[src/rtl/rv_isa_pkg.sv]
// Shared RV32I definitions: opcodes, format codes (same coding as the decoder's Imm_src),
// encoder FSM states and the canonical NOP.
package rv_isa_pkg;

  localparam logic [6:0] OP_LUI    = 7'b0110111;
  localparam logic [6:0] OP_AUIPC  = 7'b0010111;
  localparam logic [6:0] OP_JAL    = 7'b1101111;
  localparam logic [6:0] OP_JALR   = 7'b1100111;
  localparam logic [6:0] OP_BRANCH = 7'b1100011;
  localparam logic [6:0] OP_LOAD   = 7'b0000011;
  localparam logic [6:0] OP_STORE  = 7'b0100011;
  localparam logic [6:0] OP_IMM    = 7'b0010011;
  localparam logic [6:0] OP_REG    = 7'b0110011;

  typedef enum logic [2:0] {
    FMT_I = 3'b000,
    FMT_S = 3'b001,
    FMT_B = 3'b010,
    FMT_J = 3'b011,
    FMT_U = 3'b100,
    FMT_R = 3'b101
  } fmt_e;

  typedef enum logic [1:0] {
    ST_IDLE  = 2'd0,
    ST_LOAD  = 2'd1,
    ST_WRITE = 2'd2,
    ST_DONE  = 2'd3
  } enc_state_e;

  localparam logic [31:0] NOP = 32'h0000_0013;

  // True when v is the sign-extension of its low 'bits' bits.
  function automatic logic fits_signed(input logic [31:0] v, input int unsigned bits);
    logic signed [31:0] s;
    s = $signed(v) >>> (bits - 1);
    return (s == '0) || (s == '1);
  endfunction

endpackage

[src/rtl/instr_pack.sv]
// Combinational RV32I field packer: fields + format code -> 32-bit word and range error.
module instr_pack
  import rv_isa_pkg::*;
(
  input  logic [2:0]  i_fmt,
  input  logic [6:0]  i_opcode,
  input  logic [2:0]  i_funct3,
  input  logic [6:0]  i_funct7,
  input  logic [4:0]  i_rd,
  input  logic [4:0]  i_rs1,
  input  logic [4:0]  i_rs2,
  input  logic [31:0] i_imm,
  output logic [31:0] o_word,
  output logic        o_range_err
);

  always_comb begin
    o_word      = NOP;
    o_range_err = 1'b0;
    case (i_fmt)
      FMT_I: begin
        o_word      = {i_imm[11:0], i_rs1, i_funct3, i_rd, i_opcode};
        o_range_err = !fits_signed(i_imm, 12);
      end
      FMT_S: begin
        o_word      = {i_imm[11:5], i_rs2, i_rs1, i_funct3, i_imm[4:0], i_opcode};
        o_range_err = !fits_signed(i_imm, 12);
      end
      FMT_B: begin
        o_word      = {i_imm[12], i_imm[10:5], i_rs2, i_rs1, i_funct3,
                       i_imm[4:1], i_imm[11], i_opcode};
        o_range_err = !fits_signed(i_imm, 13) || i_imm[0];
      end
      FMT_J: begin
        o_word      = {i_imm[20], i_imm[10:1], i_imm[11], i_imm[19:12], i_rd, i_opcode};
        o_range_err = !fits_signed(i_imm, 21) || i_imm[0];
      end
      FMT_U: begin
        o_word      = {i_imm[31:12], i_rd, i_opcode};
        o_range_err = (i_imm[11:0] != 12'd0);
      end
      FMT_R: begin
        o_word      = {i_funct7, i_rs2, i_rs1, i_funct3, i_rd, i_opcode};
        o_range_err = 1'b0;
      end
      default: begin
        // Unknown format: emit a harmless NOP and flag it.
        o_word      = NOP;
        o_range_err = 1'b1;
      end
    endcase
  end

endmodule

[src/rtl/instr_encoder.sv]
// Sequential RV32I encoder and instruction-memory loader: accepts field bundles,
// packs them and writes them to consecutive word addresses via a write/ack handshake.
module instr_encoder
  import rv_isa_pkg::*;
#(
  parameter int                ADDR_W    = 8,
  parameter logic [ADDR_W-1:0] BASE_ADDR = '0
)
(
  input  logic              clk,
  input  logic              rst,
  input  logic              start,
  input  logic              in_valid,
  output logic              in_ready,
  input  logic [2:0]        in_fmt,
  input  logic [6:0]        in_opcode,
  input  logic [2:0]        in_funct3,
  input  logic [6:0]        in_funct7,
  input  logic [4:0]        in_rd,
  input  logic [4:0]        in_rs1,
  input  logic [4:0]        in_rs2,
  input  logic [31:0]       in_imm,
  input  logic              in_last,
  output logic              mem_we,
  output logic [ADDR_W-1:0] mem_addr,
  output logic [31:0]       mem_wdata,
  input  logic              mem_ack,
  output logic              busy,
  output logic              done,
  output logic              err
);

  enc_state_e        r_state;
  enc_state_e        w_next;
  logic [ADDR_W-1:0] r_addr;
  logic [31:0]       r_wdata;
  logic              r_last;
  logic              r_err;

  logic [31:0]       w_word;
  logic              w_range_err;
  logic              w_start;
  logic              w_accept;
  logic              w_ack;
  logic              w_wrap;

  instr_pack u_pack (
    .i_fmt       (in_fmt),
    .i_opcode    (in_opcode),
    .i_funct3    (in_funct3),
    .i_funct7    (in_funct7),
    .i_rd        (in_rd),
    .i_rs1       (in_rs1),
    .i_rs2       (in_rs2),
    .i_imm       (in_imm),
    .o_word      (w_word),
    .o_range_err (w_range_err)
  );

  assign w_start  = ((r_state == ST_IDLE) || (r_state == ST_DONE)) && start;
  assign w_accept = (r_state == ST_LOAD) && in_valid;
  assign w_ack    = (r_state == ST_WRITE) && mem_ack;
  // Ack at the top address without a last marker runs off the end of memory.
  assign w_wrap   = w_ack && !r_last && (&r_addr);

  always_ff @(posedge clk or posedge rst) begin
    if (rst) r_state <= ST_IDLE;
    else     r_state <= w_next;
  end

  always_comb begin
    w_next   = r_state;
    in_ready = 1'b0;
    mem_we   = 1'b0;
    busy     = 1'b0;
    done     = 1'b0;
    case (r_state)
      ST_IDLE: begin
        if (start) w_next = ST_LOAD;
      end
      ST_LOAD: begin
        in_ready = 1'b1;
        busy     = 1'b1;
        if (in_valid) w_next = ST_WRITE;
      end
      ST_WRITE: begin
        mem_we = 1'b1;
        busy   = 1'b1;
        if (mem_ack) begin
          if (r_last || (&r_addr)) w_next = ST_DONE;
          else                     w_next = ST_LOAD;
        end
      end
      ST_DONE: begin
        done = 1'b1;
        if (start) w_next = ST_LOAD;
      end
      default: w_next = ST_IDLE;
    endcase
  end

  always_ff @(posedge clk or posedge rst) begin
    if (rst) begin
      r_addr  <= BASE_ADDR;
      r_wdata <= 32'd0;
      r_last  <= 1'b0;
      r_err   <= 1'b0;
    end else begin
      if (w_start) begin
        r_addr <= BASE_ADDR;
        r_err  <= 1'b0;
      end
      if (w_accept) begin
        r_wdata <= w_word;
        r_last  <= in_last;
        if (w_range_err) r_err <= 1'b1;
      end
      if (w_ack) begin
        r_addr <= r_addr + 1'b1;
        if (w_wrap) r_err <= 1'b1;
      end
    end
  end

  assign mem_addr  = r_addr;
  assign mem_wdata = r_wdata;
  assign err       = r_err;

endmodule

[config.mk]
export PLATFORM = sky130hd
export DESIGN_NAME = instr_encoder
export DESIGN_NICKNAME = d
export VERILOG_FILES = /design/src/rtl/rv_isa_pkg.sv /design/src/rtl/instr_pack.sv /design/src/rtl/instr_encoder.sv
export SDC_FILE = /design/constraint.sdc
export NUM_CORES = 1
export LEC_CHECK = 0
export ABC_CLOCK_PERIOD_IN_PS = 3500
export BUFFER_PORTS_ARGS = -buffer_cell sky130_fd_sc_hd__buf_2
export CORE_MARGIN = 8
export CORE_UTILIZATION = 45
export DETAILED_ROUTE_END_ITERATION = 8
export GPL_ROUTABILITY_DRIVEN = 0
export PLACE_DENSITY = 0.76
export SETUP_SLACK_MARGIN = 0.02
export SLEW_MARGIN = 20
export SYNTH_ARGS = -nofsm -noshare
export SYNTH_HDL_FRONTEND = slang
export SYNTH_SLANG_ARGS = --single-unit
[constraint.sdc]
create_clock -name clk -period 3.5 [get_ports clk]
set_input_delay 0.7 -clock clk [delete_from_list [all_inputs] [get_ports clk]]
set_output_delay 0.7 -clock clk [all_outputs]
set_load 0.01 [all_outputs]
==> out/qor.yml <==
yosys:
  yosys_warnings: 0
  yosysUniqueCellTypes: 48
  syn_nets: 365
  synth-seq-cells: 44
  synth_seq_area_share_pct: 39.6
  avgSynthCellArea_um2: 9.70
  synth-main-ff-cell: "dfrtp_1"
  synth-async-reset-ratio_pct: 100
  netlist_instances: 287
  synth_edf_count: 0
  syn_area_um2: 2780
critical_path:
  reg2reg_to: "err$_DFF_PP0_"
  critPathKind: "reg2out"
  crit_path_start_kind: "flop"
  path_cells: "inv_1 > ha_1 > inv_1 > buf_2"
  crit_family: "flip-flops"
  max_stage_delay_ps: 430
  worstSetupEndpointType: "output port"
  path_buf_inv: 3
  r2r-start: "r_state[1]$_DFFE_PP0P_"
  crit_slowest_cell: "dfrtp_1"
  startpoint: "r_state[0]$_DFFE_PP0P_"
  r2r_cells: 7
  crit_arrival_ps: 1400
  rrSetupSlack_ps: 1460
  crit_fanout: 5
  cp_common_cell: "inv_1"
  critPathRequiredTime_ps: 2800
route:
  vias_per_cell: 6.04
  drcViolationCount: 0
  num_vias: 2827
  firstDrtPassIters: 5
  antenna_left: 0
  wl_per_cell_um: 18.9
  drtIter0Drc: 272
  routed_wl_um: 8860
status:
  status: "completed"
power_and_ir_drop:
  ir_worst_vdd_v: 0.000421
  p_per_area_nw_per_um2: 619
  leakage_nw: 1.65
sta:
  finalSetupViolCount: 0
  worst_pin_slew_ps: 950
  fmax_mhz: 477
  fin_tns_setup_ps: 0
  max_slew_margin_pct: 36.6
  hold_viol_final: 0
  finalClockSkew_ps: 5.93
  period_needed_ps: 2100
  drv_slew: 0
  rsz0062_at_grt: "false"
  fin_crit_sh_pct: 59.9
  whs_ps: 475
run:
  cap_violations: 0
clock_network:
  cts-root-buf: "clkbuf_8"
  cts_buffer_depth: 2
  cts.sink_count: 44
  ctsHoldBuffers: 0
  cts_made_buffers: 5
  h-tree-depth: 2
  cts_tree: "done"
  clkLatencyLatePin_ps: 290
  path_clk_slew_ps: 80
  cts_resized: 0
  postCtsSetupRepairBufs: 0
global_routing:
  grt_pass1_vias: 2776
  overflow: 0
  antenna_found_initial: 0
  grt_first_pass_wirelength_um: 14200
  grt_max_degree: 45
  grt_use_total_pct: 19.7
worst_hold_path:
  min_path_type: "reg2reg"
  holdPathStages: 1
  min-delay-start: "mem_wdata[17]$_DFFE_PP0P_"
  min_to: "mem_wdata[17]$_DFFE_PP0P_"
placement:
  dp_hpwl_um: 6700
  portBuffers: 117
floorplanning:
  rows: 28
  initial_core_util_pct: 46.7
  die_h_um: 94.7
  die-area_um2: 8960
  die_w_um: 94.7
  io_pins: 118
  coreArea_um2: 5960
cells_and_area:
  synthToLayoutAreaGrowth_pct: 22.5
  nNetsFinal: 471
  diodes: 0
  final_cell_mix: "buf_2, dfrtp_1, nor2_1"
  layout-drive-gt1-share_pct: 38.4
  layout_commonest_cell: "buf_2"
synth_stat cells (2+ instances only):
cell | instances | area (µm²)
o31ai_1 | 2 | 15.0
mux2_2 | 12 | 135
nand3_1 | 10 | 50.1
mux2i_1 | 3 | 30.0
nand4_1 | 6 | 37.5
and3_1 | 2 | 12.5
o21ai_1 | 2 | 10.0
nor4_1 | 8 | 50.1
nor2b_4 | 2 | 27.5
nor2b_1 | 5 | 31.3
and2_1 | 2 | 12.5
a22o_1 | 9 | 78.8
mux2_1 | 3 | 33.8
o22a_1 | 3 | 26.3
ha_1 | 5 | 62.6
dfrtp_1 | 44 | 1100
clkbuf_1 | 4 | 15.0
nor3_1 | 2 | 10.0
inv_2 | 2 | 7.51
a221oi_2 | 5 | 75.1
inv_1 | 7 | 26.3
nor2_1 | 22 | 82.6
a21o_1 | 8 | 60.1
a22oi_1 | 14 | 105
a221oi_1 | 14 | 123
buf_6 | 6 | 67.6
a31oi_1 | 5 | 31.3
a21oi_1 | 14 | 70.1
o21ai_0 | 13 | 65.1
nand2_1 | 19 | 71.3
buf_2 | 8 | 40.0
o211ai_1 | 3 | 22.5
a211oi_1 | 8 | 60.1
metrics by stage:
step	utilization [%]	instance area [µm²]	setup WS [ps]	power, mW	std cells
2_1_floorplan	-	2780	1710	1.41	287
3_3_place_gp	56.0	3330	1280	1.78	461
3_5_place_dp	56.0	3330	1210	1.82	461
4_1_cts	57.3	3410	1400	2.13	468
5_1_grt	57.3	3410	1290	2.28	468
6_report	57.3	3410	1400	2.11	468
cells by family (layout without fill, tap and decap cells):
group	Yosys count	count (layout)	synth area share, %
buffers and inverters	29	135	6.43
multiplexers	19	19	7.69
AND/OR/NAND/NOR	81	81	14.6
AO/OA/AOI/OAI	109	109	29.5
adder cells (fa/ha/maj)	5	5	2.25
flip-flops	44	44	39.6
sequential cells by signal (all words and copies together) (netlist names):
name,cells
mem_wdata,32
mem_addr,8
r_state,2
err,1
r_last,1
report_power, final:
part	internal [mW]	switching, mW	leakage (nW)	total [mW]
Combinational	0.421	0.550	1.06	0.971
Clock	0.136	0.175	0.0410	0.311
Sequential	0.712	0.117	0.548	0.829
Total	1.27	0.841	1.65	2.11
how the worst max path moves through the flow:
stage	cells after the start	to
finish	4	busy
global route	7	err$_DFF_PP0_
CTS	4	busy
detailed placement	6	mem_wdata[31]$_DFFE_PP0P_
global placement	6	mem_wdata[31]$_DFFE_PP0P_
floorplan	5	mem_wdata[25]$_DFFE_PP0P_
per-layer routing:
layer | GRT usage [%] | vias to the layer above | share of wire [%]
li1 | - | 1317 | -
met3 | 6.75 | 17 | 11
met2 | 30.6 | 130 | 45
met4 | 5.46 | 0 | 1.6
met1 | 25.3 | 1363 | 43
met5 | 0 | - | 0
cell type report:
cell class | count | area, µm²
fillers | 563 | 2540
multi-input cells | 214 | 1500
flip-flops and latches | 44 | 1100
repair buffers | 119 | 601
well taps | 75 | 93.8
clock buffers | 6 | 72.6
inverters | 9 | 33.8
clock inverters | 1 | 5.00
No activity file was read; power rests on OpenSTA's default activity.
